$ cat src/rtl/bitops_pkg.sv
// rtl/bitops_pkg.sv - shared state type and scan-order constants for the bitops blocks
package bitops_pkg;

  typedef enum logic {
    IDLE = 1'b0,
    SCAN = 1'b1
  } state_t;

  // Scan order select: highest set bit first or lowest set bit first.
  localparam logic MODE_HI = 1'b0;
  localparam logic MODE_LO = 1'b1;

endpackage

$ cat src/rtl/bitops_prio_pick.sv
// rtl/bitops_prio_pick.sv - combinational priority pick of the highest or lowest set bit
// Ports:
//   vec    [WIDTH]  vector to search
//   mode   [1]      MODE_HI picks the highest set bit, MODE_LO the lowest
//   onehot [WIDTH]  selected bit as one-hot, zero when vec is zero
//   idx    [IDX_W]  binary index of the selected bit, zero when vec is zero
//   any    [1]      vec has at least one bit set
module bitops_prio_pick
  import bitops_pkg::*;
#(
  parameter int WIDTH = 8,
  parameter int IDX_W = $clog2(WIDTH)
) (
  input  logic [WIDTH-1:0] vec,
  input  logic             mode,
  output logic [WIDTH-1:0] onehot,
  output logic [IDX_W-1:0] idx,
  output logic             any
);

  // The loop direction is chosen so the last hit wins and is the wanted bit.
  always_comb begin
    onehot = '0;
    idx    = '0;
    any    = |vec;
    if (mode == MODE_HI) begin
      for (int i = 0; i < WIDTH; i++) begin
        if (vec[i]) begin
          onehot = WIDTH'(1) << i;
          idx    = IDX_W'(i);
        end
      end
    end else begin
      for (int i = WIDTH - 1; i >= 0; i--) begin
        if (vec[i]) begin
          onehot = WIDTH'(1) << i;
          idx    = IDX_W'(i);
        end
      end
    end
  end

endmodule

$ cat src/rtl/bitops_bit_iter.sv
// rtl/bitops_bit_iter.sv - iterates the set bits of a captured vector, one beat per bit
// Optional feature: define BITOPS_BIT_ITER_ABORT_EN to add the abort input.
// Ports:
//   clk, rst_n            clock, asynchronous active-low reset
//   abort      [1]        (BITOPS_BIT_ITER_ABORT_EN only) drop the current vector
//   in_data    [WIDTH]    vector to iterate
//   in_mode    [1]        0 = highest bit first, 1 = lowest bit first
//   in_valid / in_ready   vector handshake, ready only while idle
//   out_onehot [WIDTH]    selected bit as one-hot
//   out_idx    [IDX_W]    index of the selected bit
//   out_found  [1]        0 when the captured vector was all-zero
//   out_last   [1]        final beat for this vector
//   out_valid / out_ready beat handshake
module bitops_bit_iter
  import bitops_pkg::*;
#(
  parameter int WIDTH = 8,
  parameter int IDX_W = $clog2(WIDTH)
) (
  input  logic             clk,
  input  logic             rst_n,
`ifdef BITOPS_BIT_ITER_ABORT_EN
  input  logic             abort,
`endif
  input  logic [WIDTH-1:0] in_data,
  input  logic             in_mode,
  input  logic             in_valid,
  output logic             in_ready,
  output logic [WIDTH-1:0] out_onehot,
  output logic [IDX_W-1:0] out_idx,
  output logic             out_found,
  output logic             out_last,
  output logic             out_valid,
  input  logic             out_ready
);

  state_t           state_q, state_d;
  logic [WIDTH-1:0] rem;
  logic             mode_q;
  logic [WIDTH-1:0] pick_onehot;
  logic [IDX_W-1:0] pick_idx;
  logic             pick_any;
  logic             single;
  logic             drop;

  bitops_prio_pick #(
    .WIDTH(WIDTH),
    .IDX_W(IDX_W)
  ) u_pick (
    .vec   (rem),
    .mode  (mode_q),
    .onehot(pick_onehot),
    .idx   (pick_idx),
    .any   (pick_any)
  );

  // At most one bit set: clearing the lowest set bit leaves nothing.
  assign single = ~|(rem & (rem - WIDTH'(1)));

`ifdef BITOPS_BIT_ITER_ABORT_EN
  assign drop = abort;
`else
  assign drop = 1'b0;
`endif

  always_ff @(posedge clk or negedge rst_n) begin
    if (!rst_n) begin
      state_q <= IDLE;
    end else begin
      state_q <= state_d;
    end
  end

  always_comb begin
    state_d    = state_q;
    in_ready   = 1'b0;
    out_valid  = 1'b0;
    out_onehot = '0;
    out_idx    = '0;
    out_found  = 1'b0;
    out_last   = 1'b0;
    case (state_q)
      IDLE: begin
        in_ready = 1'b1;
        if (in_valid) state_d = SCAN;
      end
      SCAN: begin
        out_valid  = 1'b1;
        out_onehot = pick_onehot;
        out_idx    = pick_idx;
        out_found  = pick_any;
        out_last   = single;
        if (drop || (out_ready && single)) state_d = IDLE;
      end
      default: state_d = IDLE;
    endcase
  end

  // An all-zero vector still yields one beat: clearing a zero one-hot is harmless
  // and single is already true, so the first accepted beat ends the scan.
  always_ff @(posedge clk or negedge rst_n) begin
    if (!rst_n) begin
      rem    <= '0;
      mode_q <= MODE_HI;
    end else begin
      case (state_q)
        IDLE: begin
          if (in_valid) begin
            rem    <= in_data;
            mode_q <= in_mode;
          end
        end
        SCAN: begin
          if (drop) rem <= '0;
          else if (out_ready) rem <= rem & ~pick_onehot;
        end
        default: rem <= '0;
      endcase
    end
  end

endmodule

$ cat config.mk
export PLATFORM = sky130hd
export DESIGN_NAME = bitops_bit_iter
export DESIGN_NICKNAME = d
export VERILOG_FILES = /design/src/rtl/bitops_pkg.sv /design/src/rtl/bitops_prio_pick.sv /design/src/rtl/bitops_bit_iter.sv
export SDC_FILE = /design/constraint.sdc
export NUM_CORES = 1
export LEC_CHECK = 0
export CORE_MARGIN = 2
export CORE_UTILIZATION = 40
export CTS_CLUSTER_DIAMETER = 100
export CTS_CLUSTER_SIZE = 30
export DETAILED_ROUTE_END_ITERATION = 8
export PLACE_DENSITY = 0.71
export SETUP_SLACK_MARGIN = 0.15
export SYNTH_ARGS = -nofsm -noshare
export SYNTH_HDL_FRONTEND = slang
export SYNTH_SLANG_ARGS = --single-unit
$ cat constraint.sdc
create_clock -name clk -period 3.42 [get_ports clk]
set_clock_uncertainty 0.1 [all_clocks]
set_input_delay 0.684 -clock clk [delete_from_list [all_inputs] [get_ports clk]]
set_output_delay 0.684 -clock clk [all_outputs]
set_load 0.05 [all_outputs]
After elaboration in Yosys (flattened, before gate mapping):

Cells that the tools add are included.
Widths: inputs -> output; s select.

* logic and storage cells: 61
* register bits after elaboration: 10
* bits of input ports: 13
* output and inout bits: 15

* reduce and logical (&&, ||, !) cells: 6
* equal/unequal tests: 2
* bitwise logic cells: 4
* mux-type cells: 45
* add/subtract/negate cells: 1

Operators with widths (number)
* $mux 8: 13
* $mux 3: 15
* $and 8x8->8: 2
* $pmux 8 s2: 1
* $reduce_or 8->1: 2
* $mux 1: 8
* $not 8->8: 1
* $sub 8x1->8 const B: 1
* $mux 7: 1
* $mux 2: 3
* $mux 6: 1
* $mux 5: 1
* $mux 4: 1
* $ne 2x2->1 const B: 2
* $reduce_and 2->1: 2
* $pmux 1 s2: 1
* $logic_and 1x1->1: 1
* $logic_not 1->1: 1
* $not 1->1: 1

Logic depth before layout (Yosys ltp):

* word-level depth: 13
* depth in mapped cells: 7
* mapped depth without buffers: 5

Hierarchy:

A second synthesis with hierarchy kept.

* cell total of the unflattened synthesis: 122
* area total of the unflattened synthesis: 962.2 sq um

Modules (own cells, without submodules)
* bitops_bit_iter: times used 1, seq. area each 250.2 sq um, cells each 74, area each 633.1 sq um
* bitops_prio_pick: times used 1, seq. area each 0.0 sq um, cells each 48, area each 329.1 sq um

Worst setup path before layout:

No wires, ideal clock.

* path type: reg-to-output
* from: register state_q
* to: output out_idx[0]
* slack: 0.118 ns
* data required time: 2.636 ns
* cell stages (with the launch flop): 4
* path buffers: 1
* arrival time: 2.518 ns
* path through: dfrtp_1 -> clkbuf_1 -> inv_1 -> o32ai_1

* cells in the longest elaborated chain, start to end: 1

Ends and longest elaborated chain
* start, declared: line bitops_bit_iter.sv:37 `state_t state_q, state_d;`
* start signal, assigned: line bitops_bit_iter.sv:70 `state_q <= state_d;`
* $mux 3: line bitops_bit_iter.sv:82 `case (state_q)`
* end, declared: line bitops_bit_iter.sv:30 `output logic [IDX_W-1:0] out_idx,`

No other way between the ends.

Final worst setup path:

* from: register rem[2]
* to: output out_found

* cells in the longest elaborated chain, start to end: 2

Ends and longest elaborated chain
* start, declared: line bitops_bit_iter.sv:38 `logic [WIDTH-1:0] rem;`
* start signal, assigned: line bitops_bit_iter.sv:109 `rem <= in_data;`
* start signal, assigned: line bitops_bit_iter.sv:115 `else if (out_ready) rem <= rem & ~pick_onehot;`
* $reduce_or 8->1: line bitops_prio_pick.sv:25 `any = |vec;`
* $mux 1: line bitops_bit_iter.sv:82
* end, declared: line bitops_bit_iter.sv:31 `output logic out_found,`

No other way between the ends.

==> impl_metrics.tcl <==
set metrics [dict create \
    max_stage_delay_ns 0.70 \
    drc 0 \
    viasPerCell 5.71 \
    num_rows 16 \
    cts_root_buffer "clkbuf_4" \
    routabilityCongestion 0.884 \
    worst_setup_path_start_kind "flip-flop" \
    place_ws_ns 0.362 \
    syn_avg_cell_area_sq_um 7.70 \
    synth_top_area_cell "dfrtp_1" \
    async_flop_share 1.00 \
    final_antenna_net_count 0 \
    routed_wl_microns 2380 \
    die_y_microns 50.4 \
    drt_iter0_markers 22 \
    first_pass_iters 4 \
    synth_top_cell_area_share 0.290 \
    synth_nets 125 \
    nets 148 \
    yosysWarnings 0 \
    syn_inst 112 \
    setup_viol 0 \
    cts_made_buffers 3 \
    grt_pass1_wl_microns 3980 \
    rsz0062_at_grt "no" \
    min_path_type "reg2reg" \
    synthTopCellsByArea "dfrtp_1 29%, nor2_1 6.1%, a21oi_1 5.8%, nand2_1 4.4%, buf_6 3.9%" \
    outcome "complete, no violations" \
    die_area_sq_um 2540 \
    io_pins 28 \
    core-area_sq_um 2000 \
    period_minus_slack_ns 3.10 \
    grt_pass1_vias 863 \
    relSlewSlack 0.579 \
    critPathTopFamily "simple AND/OR/NAND/NOR gates" \
    antenna_found_initial 0 \
    fin_cells 161 \
    numPlacedInstances 157 \
    fin_crit_sh 0.907 \
    start_util 0.431 \
    cts_tree "done" \
    holdBufCountCts 0 \
    max_cap_viol_count 0 \
    slew_violations 0 \
    path_max_fanout 12 \
    routedWlPerCell_microns 14.8 \
    worst_slack_ns 0.318 \
    worst_pin_slew_ns 0.630 \
    synth.distinct_cells 37 \
    finalSetupTns_ns 0 \
    cp_common_cell "nor2_1" \
    placed_area_sq_um 1110 \
    numPortBuffers 27 \
    path_cells "or4_1 -> nor2_1 -> nor2_1 -> clkdlybuf4s50_1" \
    dp.final_hpwl_microns 1700 \
    num_vias 920 \
    synthFlopType "dfrtp_1" \
    grt_max_degree 16 \
    synth.yosys.seq_area_share 0.290 \
    syn_to_final_growth_pct 34.1 \
    crit_path_end_kind "output pin" \
    htree_levels 1 \
    hold_viol_final 0 \
    cts.sinks 10 \
    cp.required_ns 2.64 \
    crit_arrival_ns 2.32 \
    synthesis.area_sq_um 862 \
    track_usage 0.204 \
    final.fill_count 209 \
    clkTransAtPathRegs_ns 0.08 \
    clk_latency_ns 0.27 \
    critical_path_class "reg2out" \
    die_x_microns 50.4 \
    diodes 0 \
    synth-seq-cells 10 \
    cts_buffer_depth 2 \
    crit_slowest_cell "clkdlybuf4s50_1" \
    cp.buffers_inverters 1 \
    timing.fmax_mhz 322 \
    drive_above_1_share 0.142 \
    synth_enable_flop_cells 0 \
    post-route-cell-area_sq_um 1160 \
    overflow 0 \
]
-- stage by stage --
step | hold slack [ns] | util
floorplan | 0.288 | -
detailed placement | 0.540 | 0.557
finish | 0.555 | 0.578
CTS | 0.553 | 0.574
global placement | 0.537 | 0.557
global route | 0.586 | 0.578
-- cell usage in the layout, fill, tap and decap left out, types with 2 or more instances in the layout --
cell	count
dlymetal6s2s_1	3
inv_1	4
clkbuf_4	3
nor3_1	3
a22o_1	3
nand2_1	10
nor2_1	14
o21ai_1	2
clkdlybuf4s50_1	17
dlygate4sd2_1	2
nand2b_1	2
a31oi_1	2
buf_4	9
nand3_1	3
o21ai_0	5
a21oi_1	10
and3_1	3
dfrtp_1	10
nor2b_1	3
o21bai_1	2
a22oi_1	4
nor4_1	2
-- per-layer routing --
layer,vias to the layer above,global-route usage,part of all wire
met3,0,0.0327,0.062
li1,456,-,-
met2,27,0.333,0.49
met4,0,0.0541,0
met1,437,0.278,0.45
met5,-,0,0
-- sequential cells by signal, indices dropped and copies added (netlist names) --
signal   cells
state_q      1
mode_q       1
rem          8
-- cells by family after synthesis --
kind of cell | synth area share
fa+ha+maj | 0.0116
buf+inv | 0.106
mux | 0.0131
compound gates | 0.328
flops | 0.290
simple gates | 0.251
-- tightest hold or removal path: cells and delay by family, from the launching register on --
| family | cells | cell delay [ns] |
|---|---|---|
| flops | 1 | 0.47 |
| simple gates | 2 | 0.14 |
-- worst paths after layout --
path | startpoint | end | slack (ns) | depth (start not counted)
min reg2reg | rem[0]$_DFFE_PN0P_ | rem[0]$_DFFE_PN0P_ | 0.56 | 2
max | rem[2]$_DFFE_PN0P_ | out_found | 0.32 | 4
min in group asynchronous | rst_n | rem[2]$_DFFE_PN0P_ | 0.65 | 1
min | rem[0]$_DFFE_PN0P_ | rem[0]$_DFFE_PN0P_ | 0.56 | 2
max in group asynchronous | rst_n | mode_q$_DFFE_PN0P_ | 2.23 | 1
max reg2reg | rem[2]$_DFFE_PN0P_ | state_q$_DFF_PN0_ | 1.33 | 5
-- Yosys cell counts (all sizes together) (3+ instances only) --
master and instances:
nor2 14, a21oi 10, dfrtp 10, nand2 10, clkbuf 8, o21ai 7, buf 5, a22oi 4
and3 4, inv 4, a22o 3, nand3 3, nor2b 3, nor3 3
-- what timing repair did --
item,CTS,global route
endpoints found under the setup margin,2,3
resized for setup,2,3
setup buffers,0,0
-- layout make-up --
cell class                 instances  area (sq um)  area share
multi-input combinational         85           528       0.457
timing repair buffer              31           293       0.253
sequential                        10           250       0.216
clock buffer                       4          36.3      0.0314
tap                               27          33.8      0.0292
inverter                           4          15.0      0.0130
Power is left out: the tool's default activity adds up to more than one toggle a clock period on the data nets, which glitch-free logic cannot reach.
